File: config.mk
export PLATFORM = sky130hd
export DESIGN_NAME = mux_nx1_stream
export DESIGN_NICKNAME = d
export VERILOG_FILES = /design/src/rtl/mux_nx1_stream.sv
export SDC_FILE = /design/constraint.sdc
export NUM_CORES = 1
export LEC_CHECK = 0
export CAP_MARGIN = 20
export CORE_MARGIN = 3
export CORE_UTILIZATION = 47
export DETAILED_ROUTE_END_ITERATION = 10
export PLACE_DENSITY = 0.88
export SLEW_MARGIN = 25
export SYNTH_ARGS = -nofsm -noshare
export SYNTH_HDL_FRONTEND = slang
export SYNTH_SLANG_ARGS = --single-unit
File: constraint.sdc
create_clock -name clk -period 10.2 [get_ports clk]
set_clock_uncertainty 0.2 [all_clocks]
set_input_delay 1.53 -clock clk [delete_from_list [all_inputs] [get_ports clk]]
set_output_delay 1.53 -clock clk [all_outputs]
set_load 0.005 [all_outputs]
File: src/rtl/mux_nx1_stream.sv
// N-input streaming multiplexer with a registered output stage; explicit-select or round-robin grant.
// Optional output handshake counter (beat_cnt) is enabled by defining MUX_NX1_BEAT_CNT_EN.
module mux_nx1_stream #(
    parameter int N_CH   = 8,
    parameter int DATA_W = 8,
    localparam int SEL_W = (N_CH > 1) ? $clog2(N_CH) : 1
) (
    input  logic                     clk,
    input  logic                     rst,
    input  logic [N_CH*DATA_W-1:0]   in_data,
    input  logic [N_CH-1:0]          in_valid,
    output logic [N_CH-1:0]          in_ready,
    input  logic                     mode,
    input  logic [SEL_W-1:0]         sel,
    output logic [DATA_W-1:0]        out_data,
    output logic                     out_valid,
    input  logic                     out_ready,
`ifdef MUX_NX1_BEAT_CNT_EN
    output logic [15:0]              beat_cnt,
`endif
    output logic [SEL_W-1:0]         out_ch
);

    function automatic logic [SEL_W-1:0] rr_next(input logic [SEL_W-1:0] g);
        return (g == SEL_W'(N_CH - 1)) ? '0 : g + 1'b1;
    endfunction

    function automatic logic [15:0] sat_inc16(input logic [15:0] v);
        return (v == 16'hFFFF) ? v : v + 16'd1;
    endfunction

    logic [DATA_W-1:0]    r_data_p1;
    logic                 r_vld_p1;
    logic [SEL_W-1:0]     r_ch_p1;
    logic [SEL_W-1:0]     r_rr_ptr;

    logic                 w_load_en;
    logic                 w_grant_vld;
    logic [SEL_W-1:0]     w_grant;
    logic [DATA_W-1:0]    w_data_p0;
    logic                 w_xfer_p0;
    logic [2*N_CH-1:0]    w_rot;
    logic [SEL_W:0]       w_rr_sum;
    int                   w_off;

    assign w_load_en = !r_vld_p1 || out_ready;

    always_comb begin
        w_grant_vld = 1'b0;
        w_grant     = '0;
        w_off       = 0;
        w_rot       = {in_valid, in_valid} >> r_rr_ptr;
        w_rr_sum    = '0;
        if (!mode) begin
            // Out-of-range sel matches no k, so it simply never grants.
            for (int k = 0; k < N_CH; k++) begin
                if (sel == SEL_W'(k) && in_valid[k]) begin
                    w_grant_vld = 1'b1;
                    w_grant     = sel;
                end
            end
        end else begin
            // Rotated copy puts rr_ptr at bit 0; lowest set bit is the next channel in ring order.
            for (int j = N_CH - 1; j >= 0; j--) begin
                if (w_rot[j]) begin
                    w_grant_vld = 1'b1;
                    w_off       = j;
                end
            end
            w_rr_sum = {1'b0, r_rr_ptr} + (SEL_W+1)'(w_off);
            if (w_rr_sum >= (SEL_W+1)'(N_CH))
                w_rr_sum = w_rr_sum - (SEL_W+1)'(N_CH);
            w_grant = w_rr_sum[SEL_W-1:0];
        end
    end

    always_comb begin
        w_data_p0 = '0;
        in_ready  = '0;
        for (int k = 0; k < N_CH; k++) begin
            if (w_grant == SEL_W'(k)) begin
                w_data_p0   = in_data[k*DATA_W +: DATA_W];
                in_ready[k] = !rst && w_load_en && w_grant_vld;
            end
        end
    end

    assign w_xfer_p0 = w_load_en && w_grant_vld;

    // ---- stage p0 -> p1: output register ----
    always_ff @(posedge clk) begin
        if (rst) begin
            r_vld_p1  <= 1'b0;
            r_data_p1 <= '0;
            r_ch_p1   <= '0;
            r_rr_ptr  <= '0;
        end else if (w_load_en) begin
            r_vld_p1 <= w_xfer_p0;
            if (w_xfer_p0) begin
                r_data_p1 <= w_data_p0;
                r_ch_p1   <= w_grant;
                if (mode)
                    r_rr_ptr <= rr_next(w_grant);
            end
        end
    end

    assign out_data  = r_data_p1;
    assign out_valid = r_vld_p1;
    assign out_ch    = r_ch_p1;

`ifdef MUX_NX1_BEAT_CNT_EN
    logic [15:0] r_beat_cnt;

    always_ff @(posedge clk) begin
        if (rst)
            r_beat_cnt <= '0;
        else if (r_vld_p1 && out_ready)
            r_beat_cnt <= sat_inc16(r_beat_cnt);
    end

    assign beat_cnt = r_beat_cnt;
`endif

endmodule

# == Word-level counts from Yosys, hierarchy flattened ==
# Cells that the tools add are included.
# word_totals
wordCells,94
latch_bits,0
ram_bits,0
rom_bits,0
n_memories,0
reg_bits,15
inputBits,79
# op_classes
n_addsub,3
n_div,0
multipliers,0
n_shift,1
n_reduce_logical,18
bitwise,0
n_eq_ne,14
n_lt_le_gt_ge,1
n_mux,53
# op_table
operator,count
$mux W8,8
$mux W3,13
$mux W4,7
$mux W1,25
$eq A3 B3 Y1 const B,8
$shr A16 B3 Y8,1
$eq A3 B2 Y1 const B,4
$logic_and A1 B1 Y1,11
$eq A3 B1 Y1 const B,2
$logic_not A3 Y1,2
$add A3 B4 Y4,1
$ge A4 B4 Y1 const B,1
$add A3 B1 Y3 const B,1
$reduce_and A3 Y1,1
$sub A3 B1 Y3 const B,1
$logic_not A1 Y1,2
$reduce_and A2 Y1,1
$logic_or A1 B1 Y1,1

# == Longest topological paths before layout ==
# Gate-level depths: netlist of run 1.
# depth
depth_word,23
mapped_depth,25
depth_no_buf,21

# == Worst setup path before layout of run 1 ==
# No wires, ideal clock.
# synth_timing
kind,input to output
startpoint,input in_valid[5]
endpoint,output in_ready[3]
stages,21
arrival_time_ns,5.519
slack_ns,2.951
required_ns,8.470
n_path_buf,4
path_cell_list,buf_2 > mux2_2 > o21ba_2 > o211ai_1 > o31ai_1 > o21ai_0 > a21oi_1 > nor2_1 > mux4_2 > ha_1 > fa_1 > xor2_1 > or2_2 > inv_1 > a211oi_4 > inv_2 > clkbuf_1 > ha_1 > clkbuf_1 > clkbuf_1 > and2_1
# synth_via
elab_chain_len,16
word_cells_on_any_way,34
classes_between,add/sub (2); order compare (1); eq/ne (1); shift (1); mux (27); reduce/logical (2)
# synth_rtl
element,line_no,text
from (decl),11,"input logic [N_CH-1:0] in_valid,"
$shr A16 B3 Y8,52,"w_rot = {in_valid, in_valid} >> r_rr_ptr;"
$mux W3 (2 in series),65,if (w_rot[j]) begin
$mux W4 (6 in series),65,
$mux W4,54,if (!mode) begin
$add A3 B4 Y4,70,"w_rr_sum = {1'b0, r_rr_ptr} + (SEL_W+1)'(w_off);"
$ge A4 B4 Y1 / $sub A3 B1 Y3 (equally long branches),"71, 72",
$mux W3,71,if (w_rr_sum >= (SEL_W+1)'(N_CH))
$mux W3,54,
$eq A3 B2 Y1,81,if (w_grant == SEL_W'(k)) begin
$mux W1 *,81,
to (decl),12,"output logic [N_CH-1:0] in_ready,"
# Mark *: on every way between the ends. The rest lies on a longest branch, timed or not. The select of a mux whose other input is x is not followed.

# == Final worst setup path of run 1 ==
# layout_timing
startpoint,input in_valid[3]
endpoint,output in_ready[3]
# Same word-level chain as after synthesis.

==> results of run 1 <==
how the worst max path moves through the flow:
stage,from,end,slack [ns]
2_1_floorplan,in_valid[5],in_ready[3],2.95
3_3_place_gp,in_valid[3],in_ready[3],1.89
3_5_place_dp,in_valid[3],in_ready[3],1.66
4_1_cts,in_valid[3],in_ready[3],1.64
5_1_grt,in_valid[3],in_ready[3],1.34
6_report,in_valid[3],in_ready[3],1.60
cell usage in the layout (no fill, tap or decap), types with 2 or more instances in the layout:
cell type,n
clkdlybuf4s50_1,98
a21oi_1,41
nor3_1,30
inv_1,21
nor2_1,21
nand2_1,20
dfxtp_1,15
nor4_1,11
o21ai_0,10
mux2_2,8
mux2i_1,8
a22oi_1,8
a31oi_1,7
and2_1,7
nor3b_2,6
or2_2,6
ha_1,6
nor3_2,4
o22ai_1,4
and3b_1,4
o32ai_1,4
a311oi_1,4
nand2b_1,3
o211ai_1,3
and3_1,3
nor2b_1,3
clkbuf_8,3
buf_4,3
mux4_2,2
nor3b_1,2
o31ai_1,2
a211oi_1,2
a2111oi_0,2
a221oi_1,2
o31a_1,2
a32oi_1,2
nand3b_1,2
o221a_2,2
critical path, stage by stage:
cell	delay (ns)
clkdlybuf4s50_1	0.73
inv_1	0.08
a211oi_1	0.25
a211oi_1	0.07
o311ai_0	0.29
o21ai_0	0.24
a21oi_1	0.20
nor2_1	0.05
mux4_2	0.47
ha_1	0.21
fa_1	0.37
xor2_1	0.17
and2_1	0.14
o2111a_1	0.27
a211oi_4	0.06
buf_4	0.26
inv_2	0.20
ha_1	0.55
and2_1	0.21
clkdlybuf4s50_1	0.51
registers in the layout, summed over array words and instances (netlist names):
name       cells
out_data       8
out_ch         3
r_rr_ptr       3
out_valid      1
metrics by stage:
step                      instance area (um2)   power, W
after global routing                     3239  0.0004471
after CTS                                3239  0.0004125
after floorplan                          2275  0.0002713
final                                    3239  0.0004165
after global placement                   3193  0.0003589
after detailed placement                 3193  0.0003643
logic make-up (layout without fill, tap and decap cells):
logic type / after synthesis / count (layout)
simple gates: 126 / 126
compound gates: 104 / 104
buf+inv: 51 / 127
mux: 18 / 18
flops: 15 / 15
fa+ha+maj: 7 / 7
xor+xnor: 1 / 1
power by group through the flow:
| stage | logic [W] | clock network (W) | registers, W |
|---|---|---|---|
| 4_1_cts | 0.000286 | 0.0000482 | 0.0000788 |
| 3_5_place_dp | 0.000284 | 0 | 0.0000800 |
| 6_report | 0.000290 | 0.0000477 | 0.0000791 |
| 2_1_floorplan | 0.000194 | 0 | 0.0000774 |
| 3_3_place_gp | 0.000279 | 0 | 0.0000798 |
| 5_1_grt | 0.000316 | 0.0000509 | 0.0000803 |
cell usage after synthesis (all sizes together), types with 2 or more instances:
master,instances
ha,6
a2111oi,2
clkbuf,13
buf,16
o22ai,4
o31a,2
and2,7
nor3b,8
a311oi,4
o32ai,4
dfxtp,15
nand2,20
a211oi,3
o211ai,4
a31oi,7
a21oi,41
nor3,34
mux2,8
nor2b,3
a32oi,2
inv,22
o221a,2
mux4,2
and3,3
nand3b,2
or2,6
and3b,4
a22oi,8
mux2i,8
a221oi,2
o31ai,3
nor4,11
or4,2
nand2b,3
o21ai,10
nor2,21
cell type report:
type,count,area [um2]
multi-input cells,256,1742
fillers,383,1265
repair buffers,101,1003
flip-flops and latches,15,300.3
inverters,22,82.58
well taps,52,65.06
clock buffers,3,41.29
clock inverters,1,5.005
layer usage:
metal / part of all wire, % / up-vias / track usage (%)
met4: 0.22 / 0 / 2.718
met1: 45 / 1317 / 38.73
met5: 0 / - / 0
li1: - / 1356 / -
met2: 48 / 132 / 48.71
met3: 6.9 / 4 / 2.243
==> flow_metrics.py, run 1 <==
metrics = {
    "setup_path": {
        "crit_path_max_fanout": 34,
        "r2r-end": "out_data[0]",
        "start_kind": "primary input",
        "r2r_start": "r_rr_ptr[1]",
        "ff2ff_path_depth": 21,
        "critPathKind": "primary input to output pin",
        "endpoint_kind": "output pin",
        "rrSetupSlack_ns": 4.13,
        "crit_arrival_ns": 6.87,
        "crit_required_ns": 8.47,
    },
    "pwr": {
        "seqPwrFrac_pct": 19.0,
        "leakagePower_nw": 1.210,
        "p_int_w": 0.0002322,
        "peakVddDrop_mv": 0.06624,
        "p_clk_share_pct": 11.4,
        "switching_power_w": 0.0001843,
        "switching_share_pct": 44.26,
        "powerDensity_nw_per_um2": 128.6,
        "comb_power_share_pct": 69.6,
    },
    "floorplanning": {
        "start_util_pct": 50.50,
        "dieWidth_um": 75.57,
        "dieArea_um2": 5711,
        "ios": 99,
        "rows": 24,
        "design.core.area_um2": 4504,
        "die_y_um": 75.57,
    },
    "grt": {
        "grt_max_degree": 35,
        "track_usage_pct": 27.86,
        "grt_pass1_wl_mm": 12.47,
        "grt_pass1_vias": 2435,
        "grt_antenna_before_repair": 0,
        "overflow": 0,
    },
    "yosys": {
        "synth_top_family_by_area": "simple AND/OR/NAND/NOR gates",
        "yosys_warnings": 0,
        "async_flop_share_pct": 0,
        "synth-seq-cells": 15,
        "synth-compound-area-share_pct": 30.69,
        "synthAdderAreaFrac_pct": 4.180,
        "synthCells": 322,
        "yosys.area_share.simple_pct": 31.85,
        "synth_area_leaders": "dfxtp_1 13%, a21oi_1 9.0%, nor3_1 6.6%",
        "syn_area_per_cell_um2": 7.064,
        "synth_xor_area_share_pct": 0.3850,
        "synth_seq_area_share_pct": 13.20,
        "synth.net_count": 408,
        "synth_edf_count": 0,
        "synth.area.mux_share_pct": 9.461,
        "synth_top_area_cell": "dfxtp_1",
        "netlist.area_leader.share_pct": 13.20,
        "synth_flop_cell": "dfxtp_1",
        "synth_cell_types": 56,
        "syn-cell-area_um2": 2275,
    },
    "hold_path": {
        "hold_class": "register to register",
        "hold_path.startpoint": "out_ch[0]",
        "min_path_cells": 2,
        "hold-path-endpoint": "out_ch[0]",
    },
    "cts": {
        "clock_latency_ns": 0.24,
        "clk_pin_slew_worst_paths_ns": 0.06,
        "clockBufferDepth": 2,
        "cts_tree": "done",
        "numCtsBuffers": 3,
        "cts.sinks": 15,
        "cts-root-buf": "clkbuf_8",
        "htreeDepth": 1,
        "cts_hold_buf": 0,
        "cts_setup_buffers": 0,
        "cts_resized": 0,
    },
    "sta": {
        "final-setup-viol-count": 0,
        "setup_tns_ns": 0,
        "max_slew.worst_pin.slew_ns": 0.9659,
        "slew-limit-headroom_pct": 35.41,
        "hold_viol": 0,
        "post-route-period-util_pct": 84.27,
        "grt_setup_unrepaired": "false",
        "fin_ws_ns": 1.604,
        "period_minus_slack_ns": 8.596,
        "final_max_slew_viol_count": 0,
        "fmax_ghz": 0.1163,
        "hold_slack_ns": 0.2928,
    },
    "detailed_routing": {
        "drc_errors": 0,
        "num_vias": 2809,
        "route.antenna.remaining_nets": 0,
        "first_pass_iters": 5,
        "wl_mm": 8.089,
        "via_per_inst": 6.242,
        "drt_iter0_drc": 279,
        "wl_per_cell_um": 17.98,
    },
    "placed_design": {
        "place_congestion": 0.9142,
        "place_hpwl_mm": 6.287,
        "place_ws_ns": 1.665,
        "io_buffers": 98,
        "placed_cells": 446,
    },
    "final_layout": {
        "fin_cells": 450,
        "nets": 485,
        "area_delta_synth_final_pct": 42.41,
        "utilization_pct": 71.92,
        "layout-drive-gt1-share_pct": 10.55,
        "antenna_cells": 0,
    },
    "flow_run": {
        "maxCapViolations": 0,
    },
    "run_status": {
        "status": "finished, final reports clean",
    },
}
No activity file was read; power rests on OpenSTA's default activity.
==> run 2: changes to the inputs <==
--- a/config.mk
+++ b/config.mk
@@ -7,9 +7,9 @@
 export LEC_CHECK = 0
 export CAP_MARGIN = 20
 export CORE_MARGIN = 3
-export CORE_UTILIZATION = 47
+export CORE_UTILIZATION = 39
 export DETAILED_ROUTE_END_ITERATION = 10
-export PLACE_DENSITY = 0.88
+export PLACE_DENSITY = 0.78
 export SLEW_MARGIN = 25
 export SYNTH_ARGS = -nofsm -noshare
 export SYNTH_HDL_FRONTEND = slang
==> constraint.sdc (replaced) <==
create_clock -name clk -period 7.32 [get_ports clk]
set_clock_uncertainty 0.2 [all_clocks]
set_input_delay 1.098 -clock clk [delete_from_list [all_inputs] [get_ports clk]]
set_output_delay 1.098 -clock clk [all_outputs]
set_load 0.005 [all_outputs]
==> run 2 against run 1 <==
Compared with the run above:
- register-to-register slack lost 2.5 ns
- critical path depth decreased by 1
- worst hold slack got worse by 0.0019 ns
- sequential share of layout area decreased by 0.22 points
- clock power is 38% higher
- final area is 2.9% higher
- routed wire length down 2.2%
- worst setup slack lost 1.3 ns
- combinational power increased by 41%
- clock-buffer cell count is 1 higher
- die area rose by 19%
- largest cell class unchanged
==> flow_metrics.py, run 2 (synthesized netlist as in run 1, its figures left out) <==
metrics = {
    "setup_path": {
        "crit_top_cell": "and2_1",
        "start_kind": "primary input",
        "r2r-end": "out_data[0]",
        "max_stage_delay_ns": 0.66,
        "crit_arrival_ns": 5.69,
        "path_cells": "clkdlybuf4s50_1 > mux2i_1 > a21oi_1 > nor2_1 > o31ai_1 > o21ai_1 > a21oi_1 > nor2_1 > mux4_2 > ha_1 > fa_1 > xor2_1 > and2_1 > o2111a_1 > a211oi_4 > buf_12 > and2_1 > and2_1 > clkdlybuf4s50_1",
        "critPathBufInv": 3,
        "r2r_start": "r_rr_ptr[1]",
        "endpoint_kind": "output pin",
        "crit_path_max_fanout": 33,
        "crit_required_ns": 6.02,
        "cp_top_family": "buffers and inverters",
        "worst_path_max_delay_cell": "clkdlybuf4s50_1",
        "ff2ff_path_depth": 21,
        "critPathKind": "primary input to output pin",
        "rrSetupSlack_ns": 1.61,
    },
    "sta": {
        "post-route-period-util_pct": 95.53,
        "fmax_ghz": 0.1430,
        "hold_slack_ns": 0.2909,
        "grt_setup_unrepaired": "false",
        "final_max_slew_viol_count": 0,
        "max_slew.worst_pin.slew_ns": 0.9589,
        "final-setup-viol-count": 0,
        "period_minus_slack_ns": 6.992,
        "hold_viol": 0,
        "setup_tns_ns": 0,
        "slew-limit-headroom_pct": 35.89,
    },
    "cts": {
        "cts_tree": "done",
        "cts_setup_buffers": 0,
        "clock_latency_ns": 0.24,
        "cts.sinks": 15,
        "cts-root-buf": "clkbuf_8",
        "numCtsBuffers": 3,
        "htreeDepth": 1,
        "clockBufferDepth": 2,
        "clk_pin_slew_worst_paths_ns": 0.06,
    },
    "placed_design": {
        "postPlaceCellArea_um2": 3276,
        "io_buffers": 98,
        "place_hpwl_mm": 6.251,
        "place_congestion": 0.9410,
    },
    "final_layout": {
        "layout_common_cells": "94 x clkdlybuf4s50_1, 41 x a21oi_1, 30 x nor3_1",
        "area_delta_synth_final_pct": 46.48,
        "antenna_cells": 0,
        "final_common_cell": "clkdlybuf4s50_1",
        "largest_reg_flops": 8,
        "layout-drive-gt1-share_pct": 11.88,
        "nets": 491,
        "final_area_um2": 3332,
    },
    "detailed_routing": {
        "num_vias": 2812,
        "route.antenna.remaining_nets": 0,
        "wl_mm": 7.914,
        "first_pass_iters": 5,
        "wl_per_cell_um": 16.63,
        "drt_iter0_drc": 169,
        "drc_errors": 0,
        "via_per_inst": 5.908,
    },
    "grt": {
        "grt_pass1_wl_mm": 12.44,
        "track_usage_pct": 23.12,
        "grt_pass1_vias": 2622,
        "overflow": 0,
        "grt_max_degree": 34,
        "grt_antenna_before_repair": 0,
    },
    "hold_path": {
        "hold_class": "register to register",
        "min_path_cells": 2,
        "hold-path-endpoint": "out_ch[1]",
        "hold_path.startpoint": "out_ch[1]",
    },
    "pwr": {
        "powerDensity_nw_per_um2": 178.0,
        "p_total_w": 0.0005929,
        "peakVddDrop_mv": 0.08088,
        "leakagePower_nw": 1.279,
    },
    "floorplanning": {
        "start_util_pct": 40.81,
        "dieArea_um2": 6785,
        "die_y_um": 82.37,
        "ios": 99,
        "rows": 27,
        "design.core.area_um2": 5574,
        "dieWidth_um": 82.37,
    },
    "run_status": {
        "status": "finished, final reports clean",
    },
    "flow_run": {
        "maxCapViolations": 0,
    },
}
-- run 2: final cells by class --
cell class,instances,area (um2)
flip-flops and latches,15,301.5
fillers,524,2242
multi-input cells,256,1742
clock buffers,4,45.04
inverters,22,82.58
well taps,72,90.09
repair buffers,107,1071
-- run 2: metal layers --
layer  vias to the layer above  global-route usage (%)  wire, um
met1                      1292                   28.54      3125
met4                         0                   4.983        95
li1                       1365                       -         -
met5                         -                       0         0
met3                         8                   3.362       884
met2                       147                   42.07      3809
-- run 2: how the worst max path moves through the flow --
stage	from	endpoint	depth (start not counted)
2_1_floorplan	in_valid[5]	in_ready[3]	21
3_3_place_gp	in_valid[2]	in_ready[7]	18
3_5_place_dp	in_valid[2]	in_ready[6]	19
4_1_cts	in_valid[2]	in_ready[6]	19
5_1_grt	in_valid[1]	in_ready[6]	19
6_report	in_valid[1]	in_ready[6]	19
-- run 2: what timing repair did --
action | CTS | global route
gates resized for setup | 0 | 5
hold buffers | 0 | 0
endpoints found under the hold margin | 0 | 0
endpoints found under the setup margin | 0 | 5
-- run 2: worst reg2reg max path, stage by stage, from the launching register on --
cell       delay (ns)
dfxtp_2          0.72
mux2_2           0.45
a21oi_1          0.15
nor2_1           0.06
o31ai_1          0.22
o21ai_1          0.15
a21oi_1          0.19
nor2_1           0.05
mux4_2           0.46
ha_1             0.21
fa_1             0.48
a2bb2oi_1        0.29
inv_1            0.13
ha_1             0.22
buf_4            0.21
nor2b_1          0.51
a22oi_1          0.14
nor2_1           0.13
a21oi_1          0.06
nor3_1           0.16
o32ai_1          0.17
a311oi_1         0.26
-- run 2: metrics by stage --
stage          util, %  setup slack, ns  cells
2_1_floorplan        -           0.9346    322
3_3_place_gp     58.77           0.3339    472
3_5_place_dp     58.77           0.2012    472
4_1_cts          59.57           0.1996    476
5_1_grt          59.78          0.03434    476
6_report         59.78           0.3275    476
-- run 2: power breakdown --
part,total [W],internal (W),switching (W)
sequential,0.000118,0.0000977,0.0000208
clock,0.0000660,0.0000385,0.0000276
combinational,0.000408,0.000200,0.000209
total,0.000593,0.000336,0.000257
